--- src/rtl/dct_pkg.sv ---
// Shared definitions for the dct3 split/merge stages: default sizes, slot order
// of a 4-sample group and the merge-stage state type.
package dct_pkg;

  localparam int unsigned W_DEF                = 8;
  localparam int unsigned GROUPS_PER_BLOCK_DEF = 16;

  localparam logic [1:0] SLOT_O1 = 2'd0;
  localparam logic [1:0] SLOT_E1 = 2'd1;
  localparam logic [1:0] SLOT_O2 = 2'd2;
  localparam logic [1:0] SLOT_E2 = 2'd3;

  typedef enum logic {
    ST_IDLE,
    ST_SHIFT
  } state_t;

endpackage

--- src/rtl/dct3_merge.sv ---
// Re-interleaves an (o1,o2,e1,e2) group into natural order b,d,f,h and streams it
// one sample per clock; out_last flags the final sample of each 8x8 block.
module dct3_merge
  import dct_pkg::*;
#(
  parameter int unsigned W                = W_DEF,
  parameter int unsigned GROUPS_PER_BLOCK = GROUPS_PER_BLOCK_DEF
) (
  input  logic         clk,
  input  logic         rst_n,
  input  logic         in_valid,
  output logic         in_ready,
  input  logic [W-1:0] o1,
  input  logic [W-1:0] e1,
  input  logic [W-1:0] o2,
  input  logic [W-1:0] e2,
  output logic         out_valid,
  input  logic         out_ready,
  output logic [W-1:0] out_data,
  output logic         out_last
);

  localparam int unsigned   CW       = (GROUPS_PER_BLOCK > 1) ? $clog2(GROUPS_PER_BLOCK) : 1;
  localparam logic [CW-1:0] CNT_LAST = CW'(GROUPS_PER_BLOCK - 1);

  state_t        state_q, state_d;
  logic [W-1:0]  buf_q [4];
  logic [1:0]    idx_q;
  logic [1:0]    idx_nx;
  logic [CW-1:0] cnt_q;
  logic          accept;
  logic          adv;
  logic          at_end;

  always_comb begin
    at_end   = (idx_q == SLOT_E2);
    in_ready = (state_q == ST_IDLE) || (at_end && out_ready);
    accept   = in_valid && in_ready;
    adv      = (state_q == ST_SHIFT) && out_ready;
    idx_nx   = idx_q + 2'd1;
    state_d  = state_q;
    if (accept) begin
      state_d = ST_SHIFT;
    end else if (adv && at_end) begin
      state_d = ST_IDLE;
    end
  end

  always_ff @(posedge clk or negedge rst_n) begin
    if (!rst_n) begin
      state_q <= ST_IDLE;
    end else begin
      state_q <= state_d;
    end
  end

  assign out_valid = (state_q == ST_SHIFT);

  always_ff @(posedge clk or negedge rst_n) begin
    if (!rst_n) begin
      idx_q    <= '0;
      cnt_q    <= '0;
      out_data <= '0;
      out_last <= 1'b0;
      for (int unsigned i = 0; i < 4; i++) begin
        buf_q[i] <= '0;
      end
    end else begin
      if (adv && at_end) begin
        cnt_q <= (cnt_q == CNT_LAST) ? '0 : cnt_q + CW'(1);
      end
      // A new group at the idx==3 hand-off takes priority, giving a bubble-free o1.
      if (accept) begin
        buf_q[SLOT_O1] <= o1;
        buf_q[SLOT_E1] <= e1;
        buf_q[SLOT_O2] <= o2;
        buf_q[SLOT_E2] <= e2;
        out_data       <= o1;
        idx_q          <= SLOT_O1;
        out_last       <= 1'b0;
      end else if (adv && !at_end) begin
        idx_q    <= idx_nx;
        out_data <= buf_q[idx_nx];
        out_last <= (idx_nx == SLOT_E2) && (cnt_q == CNT_LAST);
      end else if (adv) begin
        out_last <= 1'b0;
      end
    end
  end

endmodule

--- config.mk ---
export PLATFORM = sky130hd
export DESIGN_NAME = dct3_merge
export DESIGN_NICKNAME = d
export VERILOG_FILES = /design/src/rtl/dct_pkg.sv /design/src/rtl/dct3_merge.sv
export SDC_FILE = /design/constraint.sdc
export NUM_CORES = 1
export LEC_CHECK = 0
export CAP_MARGIN = 10
export CORE_ASPECT_RATIO = 0.9
export CORE_MARGIN = 2
export CORE_UTILIZATION = 36
export CTS_CLUSTER_SIZE = 16
export DETAILED_ROUTE_END_ITERATION = 12
export PLACE_DENSITY = 0.69
export SLEW_MARGIN = 25
export SYNTH_ARGS = -nofsm -noshare
export SYNTH_HDL_FRONTEND = slang
export SYNTH_SLANG_ARGS = --single-unit
--- constraint.sdc ---
create_clock -name clk -period 1.9 [get_ports clk]
set_input_delay 0.38 -clock clk [delete_from_list [all_inputs] [get_ports clk]]
set_output_delay 0.38 -clock clk [all_outputs]
set_load 0.01 [all_outputs]
After elaboration in Yosys (flattened, before gate mapping)
Cells that the tools add are included.
- bitwise operators: 2
- muxes and demuxes: 13
- reduce and logical (&&, ||, !) cells: 11
- magnitude comparators: 1
- add/subtract/negate cells: 2
- equality and inequality tests: 3
- operators by type and width (kind ; number):
    8-bit 2-to-1 mux ; 4
    8-bit binary-select mux with 2-bit select ; 1
    1-bit logical AND ; 6
    1-bit 2-to-1 mux ; 5
    4-bit by 1-bit adder with 4-bit output (second input constant) ; 1
    2-bit equality test (second input constant) ; 2
    4-bit equality test (second input constant) ; 1
    2-bit 2-to-1 mux ; 2
    4-bit 2-to-1 mux ; 1
    2-bit nonzero test ; 2
    3-bit >= comparator (second input constant) ; 1
    2-bit inverter with 3-bit output ; 1
    3-bit nonzero test ; 1
    2-bit by 1-bit adder with 2-bit output (second input constant) ; 1
    1-bit zero test ; 1
    1-bit logical OR ; 1
    1-bit inverter ; 1
- bits in registers: 48
- output and inout bits: 11

Logic depth before layout (Yosys ltp)
Gate-level depths: netlist (run 1).
- depth after elaboration: 7
- depth in mapped cells: 6

Least setup slack after synthesis (run 1)
OpenSTA, ideal clock, no wires.
- path kind: register to register
- start point: register idx_q[0]
- end point: register out_data[0]
- data arrival time: 1606 ps
- buffers on the path: 2
- setup slack: 168 ps
- stages on the path, launching flop included: 7
- library setup time: 126 ps
- path through: dfrtp_1 > buf_6 > inv_1 > ha_1 > clkbuf_8 > mux4_2 > a221o_1
- word-level cells in the longest chain between the ends: 7
- elaborated cells between the ends (all ways): 14
- ends and longest elaborated chain (what ; line ; RTL):
    from (decl) ; dct3_merge.sv:28 ; logic [1:0] idx_q;
    from (signal assigned) ; dct3_merge.sv:82 ; idx_q <= idx_nx;
    2-bit by 1-bit adder with 2-bit output ; dct3_merge.sv:40 ; idx_nx = idx_q + 2'd1;
    2-bit inverter with 3-bit output (not written as such) ; dct3_merge.sv:83 ; out_data <= buf_q[idx_nx];
    8-bit binary-select mux with 2-bit select ; dct3_merge.sv:83 ;
    8-bit 2-to-1 mux (not written as such) (2 in series) ; dct3_merge.sv:83 ;
    8-bit 2-to-1 mux ; dct3_merge.sv:81 ; end else if (adv && !at_end) begin
    8-bit 2-to-1 mux ; dct3_merge.sv:73 ; if (accept) begin
    to (signal assigned) ; dct3_merge.sv:83 ;
    to (decl) ; dct3_merge.sv:19 ; output logic [W-1:0] out_data,
Parallel ways exist; a longest one is shown, timed or not. The select of a mux whose other input is x is not followed.
A chain may end at the register's enable or synchronous reset.

Final worst setup path (run 1)
- start point: register idx_q[1]
- end point: output port in_ready
- word-level cells in the longest chain between the ends: 3
- ends and longest elaborated chain (what ; line ; RTL):
    2-bit equality test ; dct3_merge.sv:36 ; at_end = (idx_q == SLOT_E2);
    1-bit logical AND ; dct3_merge.sv:37 ; in_ready = (state_q == ST_IDLE) || (at_end && out_ready);
    1-bit logical OR ; dct3_merge.sv:37 ;
    to (decl) ; dct3_merge.sv:12 ; output logic in_ready,
No other way between the ends.

==> flow_metrics.py, run 1 <==
metrics = {
    "timing": {
        "maxSlewViolCount": 0,
        "fmaxAchievable_mhz": 549,
        "min_period_ps": 1820,
        "period_share": 0.959,
        "worstMarginPinSlew_ps": 632,
        "slew_headroom": 0.577,
        "fin_skew_ps": 6.59,
        "finalSetupViolCount": 0,
        "rsz0062_at_grt": "no",
        "hold_violations": 0,
    },
    "yosys": {
        "synth_top_cell_by_area": "dfrtp_1",
        "synth-async-reset-ratio": 1.00,
        "synth_fa_ha_area_frac": 0.0171,
        "synth_compound_area_frac": 0.104,
        "ys_seq_elements": 48,
        "synth_area_per_cell_sq_um": 14.8,
        "synth_warnings": 0,
        "synth_top_family_by_area": "multiplexers",
        "synthDistinctLibCells": 31,
        "synthXorXnorAreaFrac": 0.00398,
        "synth_top_area_frac": 0.546,
        "synth_top_cells_by_area": "dfrtp_1 55%, mux2_2 12%, mux4_2 8.2%",
        "yosys-top-cells-count": "48 x dfrtp_1, 23 x mux2_2",
        "synthSimpleGateAreaFrac": 0.0609,
        "synth-edff-count": 0,
        "ys.flop_type": "dfrtp_1",
        "yosysMostFrequentCell": "dfrtp_1",
        "syn_nets": 188,
        "synth.area.mux_share": 0.215,
        "synth_cells": 149,
        "synth_area_sq_um": 2200,
        "ys_seq_area_frac": 0.546,
    },
    "drt": {
        "wl_met1_um": 2110,
        "firstDrtPassIters": 4,
        "drtIter0Drc": 85,
        "vias": 1438,
        "met2WireLength_um": 1990,
        "wirelength_um": 4410,
        "drc": 0,
        "drtAntennaViolNets": 0,
        "wl_met3_um": 255,
        "wl_per_cell_um": 15.8,
        "top_layer": "met4",
        "via_per_inst": 5.14,
    },
    "status": {
        "status": "finished clean",
    },
    "worst_setup_path": {
        "r2r_setup_slack_ps": 100,
        "r2r-end": "out_data[2]",
        "crit_path_cell_trace": "ha_2 -> a21bo_2 -> dlygate4sd2_1",
        "worstRegToRegCells": 6,
        "endpoint_kind": "primary output",
        "r2r_start": "idx_q[0]",
        "crit_type": "flop to primary output",
        "crit_buf_inv": 1,
        "path_delay_family": "flip-flops",
        "crit_required_ps": 1520,
        "slowest_stage": "dfrtp_1",
        "cp_max_fo": 4,
        "critPathArrivalTime_ps": 1440,
        "cp_slowest_stage_delay_ps": 430,
        "start_kind": "flop",
    },
    "die": {
        "fp.dieH_um": 78.1,
        "dieArea_sq_um": 6750,
        "io_pins": 47,
        "die_x_um": 86.4,
        "start_util": 0.380,
        "core_sq_um": 5790,
        "rows": 26,
    },
    "pwr": {
        "totalPowerFinal_mw": 4.26,
        "power.static_leakage_nw": 1.33,
        "peakVddDrop_v": 0.000653,
        "powerDensity_nw_per_um2": 1470,
    },
    "grt": {
        "grt_pass1_wl_um": 7270,
        "grt_overflow": 0,
        "grt_max_degree": 49,
        "antenna_found_initial": 0,
        "grt_use_total": 0.142,
        "grt_pass1_vias": 1487,
    },
    "job": {
        "drv_cap": 0,
    },
    "placement": {
        "dp.final_hpwl_um": 3220,
        "numPortBuffers": 46,
        "gp_congestion": 0.722,
        "dpl-instance-area_sq_um": 2790,
    },
    "clock_network": {
        "clkTransAtPathRegs_ps": 90,
        "cts.path.max_buffers": 2,
        "clk_latency_ps": 310,
        "cts_tree": "yes",
        "cts-htree-levels": 2,
        "cts.sinks": 48,
        "numCtsBuffers": 5,
        "root_buffer": "clkbuf_8",
    },
    "final_layout": {
        "diodes": 0,
        "nNetsFinal": 248,
        "drive_above_1_share": 0.300,
        "area_growth_pct": 31.8,
        "design_area_sq_um": 2900,
    },
    "min_path": {
        "min_path_type": "input port to asynchronous set/reset pin",
    },
}
==> worst max path at each step <==
| stage | startpoint | to | slack, ps | depth (start not counted) |
|---|---|---|---|---|
| after floorplan | idx_q[0] | out_data[0] | 170 | 6 |
| after global routing | idx_q[0] | in_ready | 30 | 3 |
| after CTS | idx_q[1] | in_ready | 30 | 3 |
| final | idx_q[1] | in_ready | 80 | 3 |
| after global placement | out_ready | in_ready | -160 | 3 |
| after detailed placement | out_ready | in_ready | -150 | 3 |
==> flip-flops by register name, summed over array words and instances (netlist names) <==
| name | flops |
|---|---|
| out_data | 8 |
| idx_q | 2 |
| out_valid | 1 |
| cnt_q | 4 |
| out_last | 1 |
| buf_q | 32 |
==> kinds of logic (layout without fill, tap and decap cells) <==
| family | count (synthesis) | after routing |
|---|---|---|
| multiplexers | 34 | 34 |
| adder cells (fa/ha/maj) | 3 | 3 |
| AND/OR/NAND/NOR | 22 | 22 |
| XOR/XNOR | 1 | 1 |
| buffers and inverters | 14 | 75 |
| flip-flops | 48 | 48 |
| AO/OA/AOI/OAI | 27 | 27 |
==> layout make-up <==
cell class / instances / area [sq um]
Clock buffer: 6 / 82.6
Clock inverter: 2 / 13.8
Fill cell: 524 / 2890
Inverter: 5 / 18.8
Multi-Input combinational cell: 87 / 882
Sequential cell: 48 / 1200
Tap cell: 70 / 87.6
Timing Repair Buffer: 62 / 612
==> power breakdown <==
group / total [mW] / leakage, nW / switching [mW] / internal (mW)
logic: 1.82 / 0.689 / 0.662 / 1.16
registers: 1.78 / 0.587 / 0.281 / 1.50
clock network: 0.649 / 0.0516 / 0.351 / 0.298
==> repair_timing <==
item	CTS	global route
pin swaps	0	0
setup endpoints to repair	1	1
resized for setup	1	2
buffers inserted	0	1
cloned	0	0
hold buffers	0	0
==> placed cells by master (no fill, tap or decap), types with 2 or more instances in the layout <==
cell	count
clkbuf_8	6
mux4_2	8
mux2_2	23
a21o_1	8
clkdlybuf4s50_1	44
a221o_1	8
o21ai_0	2
nand4_1	2
ha_1	2
nand3_1	2
and3_1	8
buf_4	13
mux2_1	2
buf_12	3
nand2_1	2
a22o_1	2
dfrtp_1	48
inv_1	5
nor2_1	2
nand2b_1	3
==> routing by layer <==
layer  global-route usage  vias up
met5                    0        -
met4               0.0469        0
met3               0.0368        7
met2                0.216       44
met1                0.199      703
li1                     -      684
==> per-stage QoR <==
stage	TNS (ps)	setup slack, ps	hold WS, ps	utilization	instances
3_3_place_gp	-3190	-162	385	0.482	271
2_1_floorplan	0	168	84.4	-	149
5_1_grt	0	27.6	61.8	0.500	280
4_1_cts	0	25.6	48.4	0.499	279
6_report	0	78.4	46.2	0.500	280
3_5_place_dp	-3300	-153	389	0.482	271
Note: power is estimated with default switching activity, not from simulation.
==> run 2: changes to the inputs <==
- GPL_ROUTABILITY_DRIVEN: default -> 1
==> results of run 2 <==
No change in the layout: final DEF, timing and power equal those of run 1.
==> run 3: changes to the inputs <==
- PLACE_DENSITY: 0.69 -> 0.64
- SLEW_MARGIN: 25 -> 20
- clock period: 1.9 -> 2 ns (I/O delays scaled with it)
==> run 3 against run 2 <==
Critical path type unchanged. Sequential share of layout area increased by 0.90 points. Count of clock-buffer cells in the layout increased by 2. Global-route usage increased by 1.1 points. Final cell count decreased by 1.4%. Combinational power decreased by 6%. Clock power decreased by 12%. Critical path depth unchanged. Setup slack improved by 90 ps. Clock skew about the same. Largest power group unchanged. Flip-flop and latch count unchanged.
==> flow_metrics.py, run 3 (synthesis results as in run 1) <==
metrics = {
    "pwr": {
        "power.static_leakage_nw": 1.30,
        "powerDensity_nw_per_um2": 1400,
        "peakVddDrop_v": 0.000577,
    },
    "placement": {
        "dp_worst_setup_slack_ps": -50.3,
        "numPortBuffers": 46,
        "dpl-instance-area_sq_um": 2750,
        "dp.final_hpwl_um": 3560,
        "gp_congestion": 0.800,
        "placed_cells": 268,
    },
    "grt": {
        "grt_use_total": 0.154,
        "grt_pass1_vias": 1598,
        "antenna_found_initial": 0,
        "grt_pass1_wl_um": 8070,
        "grt_overflow": 0,
        "grt_max_degree": 30,
    },
    "worst_setup_path": {
        "cp_max_fo": 4,
        "crit_required_ps": 1600,
        "r2r_start": "idx_q[0]",
        "crit_type": "flop to primary output",
        "r2r_setup_slack_ps": 200,
        "critPathArrivalTime_ps": 1430,
        "critPathLaunch": "idx_q[0]",
        "endpoint_kind": "primary output",
        "slowest_stage": "dfrtp_1",
        "worstRegToRegCells": 4,
        "crit_path_cell_trace": "ha_1 -> a21bo_1 -> dlygate4sd2_1",
        "r2r-end": "out_data[1]",
        "cp_slowest_stage_delay_ps": 430,
        "start_kind": "flop",
    },
    "die": {
        "fp.dieH_um": 78.1,
        "dieArea_sq_um": 6750,
        "io_pins": 47,
        "start_util": 0.380,
        "rows": 26,
        "core_sq_um": 5790,
        "die_x_um": 86.4,
    },
    "drt": {
        "firstDrtPassIters": 4,
        "drc": 0,
        "wirelength_um": 4760,
        "wl_per_cell_um": 17.3,
        "drtIter0Drc": 75,
        "drtAntennaViolNets": 0,
        "via_per_inst": 5.26,
        "vias": 1453,
    },
    "final_layout": {
        "instances_no_fill": 276,
        "mostFrequentLayoutCells": "48 x dfrtp_1, 44 x clkdlybuf4s50_1, 23 x mux2_2, 11 x buf_4",
        "largest_reg_flops": 32,
        "reg.largest.list": "buf_q (32), out_data (8), cnt_q (4)",
        "drive_above_1_share": 0.272,
        "nNetsFinal": 244,
        "fillCellCount": 514,
        "design_area_sq_um": 2840,
        "fin_util": 0.490,
        "mostFrequentLayoutCell": "dfrtp_1",
        "diodes": 0,
        "largest-register": "buf_q",
        "area_growth_pct": 29.0,
    },
    "clock_network": {
        "clkTransAtPathRegs_ps": 80,
        "numCtsBuffers": 5,
        "cts-htree-levels": 2,
        "clk_latency_ps": 290,
        "post_cts_buffers": 0,
        "cts.repair.resized": 1,
        "cts.path.max_buffers": 2,
        "cts_tree": "yes",
        "root_buffer": "clkbuf_8",
        "holdBufCountCts": 0,
        "cts.sinks": 48,
    },
    "min_path": {
        "min_path_type": "input port to asynchronous set/reset pin",
    },
    "timing": {
        "slew_headroom": 0.522,
        "fmaxAchievable_mhz": 546,
        "min_period_ps": 1830,
        "rsz0062_at_grt": "no",
        "fin_skew_ps": 6.96,
        "period_share": 0.916,
        "finalSetupViolCount": 0,
        "setup_ws_ps": 169,
        "hold_violations": 0,
        "worstMarginPinSlew_ps": 715,
        "maxSlewViolCount": 0,
        "tns_ps": 0,
    },
    "status": {
        "status": "finished clean",
    },
    "job": {
        "drv_cap": 0,
    },
}
[run 3: changes by cell type in the layout (fill, tap and decap cells not counted)]
cell      change
clkinv_2      -1
inv_6         -1
a21bo_1       +1
buf_4         -2
buf_12        -2
a21bo_2       -1
clkbuf_1      +2
[run 3: cell type report]
class	count	area, sq um	share of cell area
Timing Repair Buffer	58	557	0.196
Sequential cell	48	1200	0.423
Tap cell	70	87.6	0.0309
Inverter	5	18.8	0.00662
Multi-Input combinational cell	87	882	0.311
Clock buffer	8	90.1	0.0318
[run 3: where the power goes]
group / internal [mW] / switching [mW] / leakage, nW
Clock: 0.282 / 0.292 / 0.0455
Combinational: 1.06 / 0.654 / 0.664
Sequential: 1.43 / 0.265 / 0.587
Total: 2.77 / 1.21 / 1.30
[run 3: worst max path at each step]
stage	endpoint	slack, ps	cells after the start
2_1_floorplan	out_data[0]	270	6
3_3_place_gp	in_ready	-40	3
3_5_place_dp	out_data[2]	-50	4
6_report	in_ready	170	3
4_1_cts	out_data[1]	50	4
5_1_grt	in_ready	80	3
[run 3: per-layer routing]
layer / up-vias / track usage / routed length (um) / part of all wire
li1: 670 / - / - / -
met1: 737 / 0.213 / 2170 / 0.45
met2: 46 / 0.247 / 2340 / 0.49
met3: 0 / 0.0463 / 259 / 0.054
met4: 0 / 0.0188 / 0 / 0
met5: - / 0 / 0 / 0
[run 3: critical path: cells and delay by family, from the launching register on]
kind / cells / cell delay, ps
buffers and inverters: 1 / 290
flip-flops: 1 / 430
adder cells (fa/ha/maj): 1 / 230
AO/OA/AOI/OAI: 1 / 190
[run 3: stage by stage]
stage          hold slack, ps  total power, mW
3_3_place_gp              446             3.34
6_report                  132             3.98
4_1_cts                   143             4.04
5_1_grt                   170             4.26
3_5_place_dp              466             3.45
2_1_floorplan             104             2.89
==> RTL edit (settings of run 2) <==
Set the package constant `GROUPS_PER_BLOCK_DEF` to 8 (it was 16).
--- a/src/rtl/dct_pkg.sv
+++ b/src/rtl/dct_pkg.sv
@@ -5,3 +5,3 @@
   localparam int unsigned W_DEF                = 8;
-  localparam int unsigned GROUPS_PER_BLOCK_DEF = 16;
+  localparam int unsigned GROUPS_PER_BLOCK_DEF = 8;
 
Formal check against the unedited RTL: same outputs for any inputs over 10 cycles, from zero or initial values and one cycle with rst_n low; that may be too few to reach the edited logic, so the function may still have changed.
==> RTL edit against run 2 <==
Sequential power fell by 3%; synthesized area is 3.1% lower; critical endpoint unchanged; clock skew rose by 0.0047 ns; first-iteration DRC count grew 27%; global-route usage fell by 0.74 points; power shrank 0.57%; wire length down 6.1%; largest cell class unchanged; hold slack got worse by 0.039 ns; sequential cell count fell by 1; count of clock-buffer cells in the layout fell by 1; final area decreased by 2.2%; synthesized cell count fell by 4.7%; worst setup slack got worse by 0.019 ns; fmax is 1.0% lower.
==> RTL edit: results (changes against run 2) <==
* Least-Margin Pin Slew at 0.7058 ns (+0.07414 ns)
* Inst Count DP at 259 (-4.4%)
* Routed len/inst at 15.41 um (-2.3%)
* Post-DP HPWL at 3.011 mm (-6.4%)
* Final min period at 1.841 ns (+0.01930 ns)
* Static Leak at 1.326 nW (-0.12%)
* Design Power at 4.231 mW (-0.57%)
* Dpl ws at -0.1027 ns (+0.05038 ns)
* Part of the Yosys area used for sequential elements at 55.23% (+0.59 points)
* Synth cell count leaders: 47 x dfrtp_1, 23 x mux2_2, 9 x a21o_1
* Largest net degree at the start of global routing at 31 (-37%)
* Status: finished clean
* GPL Wtd Cong at 0.7226 (+0.12%)
* DR vias at 1371 (-4.7%)
* TritonRoute pass-1 iters at 5 (+1)
* Inserted Diodes at 0 (unchanged)
* Largest registers: buf_q x32, out_data x8, cnt_q x3
* Adder-Cell Fraction of Synth Area at 2.350% (+0.64 points)
* Mean post-synth cell area at 15.00 um2 (+1.6%)
* Clk slew on worst S/H paths at 0.09 ns (about the same)
* Layout Nets at 238 (-4.0%)
* Compound-Gate Fraction of Synth Area at 9.753% (-0.61 points)
* Crit-path max cell delay at 0.41 ns (-0.02 ns)
* Post-synthesis mux area share at 22.68% (+1.2 points)
* Psw at 1.230 mW (-5.0%)
* FF-to-FF setup slack at 0.13 ns (+0.03 ns)
* Layout cells sized above 1 at 29.65% (-0.35 points)
* Worst-Skew Late Latency at 0.30 ns
* Synth cell types at 27 (-13%)
* Fin cells at 269 (-3.9%)
* Critical Path Source: idx_q[0]
* Final Hold Slack at 0.006939 ns (-0.03929 ns)
* Port Buffers at 46 (unchanged)
* Post-Syn Nets at 182 (-3.2%)
* TNS Setup at 0 ns (unchanged)
* Max Buffers Root-to-Sink at 2 (unchanged)
* Initial antenna violation count at 0 (unchanged)
* Critical path fanouts, max at 5 (+1)
* Post-CTS sizing at 2 (+1)
* Worst VDD drop at 0.6681 mV (+2.3%)
* Reg2Reg Capture Point: out_data[7]
* WP data arrival at 1.46 ns (+0.02 ns)
* Clock tree root buffer cell: clkbuf_8
* Area contributors post-synth: dfrtp_1 55%, mux2_2 12%, mux4_2 8.5%, a221o_1 3.8%, a21o_1 3.2%
* Sequential power at 1.73 mW (-3%)
* FF-to-FF path depth at 6 (unchanged)
* Setup crit end: in_ready
* Max Clock Skew at 0.01133 ns (+0.004743 ns)
* Total Routing Usage GR at 13.50% (-0.74 points)
* Global-route wire length before repair at 6.837 mm (-5.9%)
* Initial DRC count at 108 (+27%)
* Post-Place Cell Area at 2704 um2 (-3.2%)
* XOR/XNOR Fraction of Synth Area at 0% (-0.40 points)
* Clock Power Share at 17.3% (+2.0 points)
* Min-delay worst type: input port to async pin
* CP max stage cell: dfrtp_1
* Postcts setup bufs at 1 (+1)
-- RTL edit: changes by cell type after synthesis, sizes merged, moves of 2 or more --
cell	delta
buf	+2
nand2	-2
o21ai	-2
nand4	-2
clkbuf	-2
-- RTL edit: final cells by class --
type,count,area (um2)
fill,498,2860
sequential,47,1176
multi-input combinational,81,852.1
timing repair buffer,59,589.3
tap,70,87.58
clock buffer,5,68.82
clock inverter,3,43.79
inverter,4,15.01
-- RTL edit: worst reg2reg max path: stages (launching register included) --
cell and delay [ns]:
dfrtp_1 0.41, buf_4 0.14, inv_1 0.08, ha_1 0.23, buf_4 0.18, mux4_2 0.30
a221o_1 0.32
-- RTL edit: metal layers --
metal / routed length [um] / share of wire (%) / track usage [%] / vias up
met2: 1880 / 45 / 18.05 / 41
met1: 1999 / 48 / 20.84 / 685
met4: 13 / 0.31 / 3.333 / 0
met3: 251 / 6.1 / 4.629 / 2
li1: - / - / - / 643
met5: 0 / 0 / 0 / -
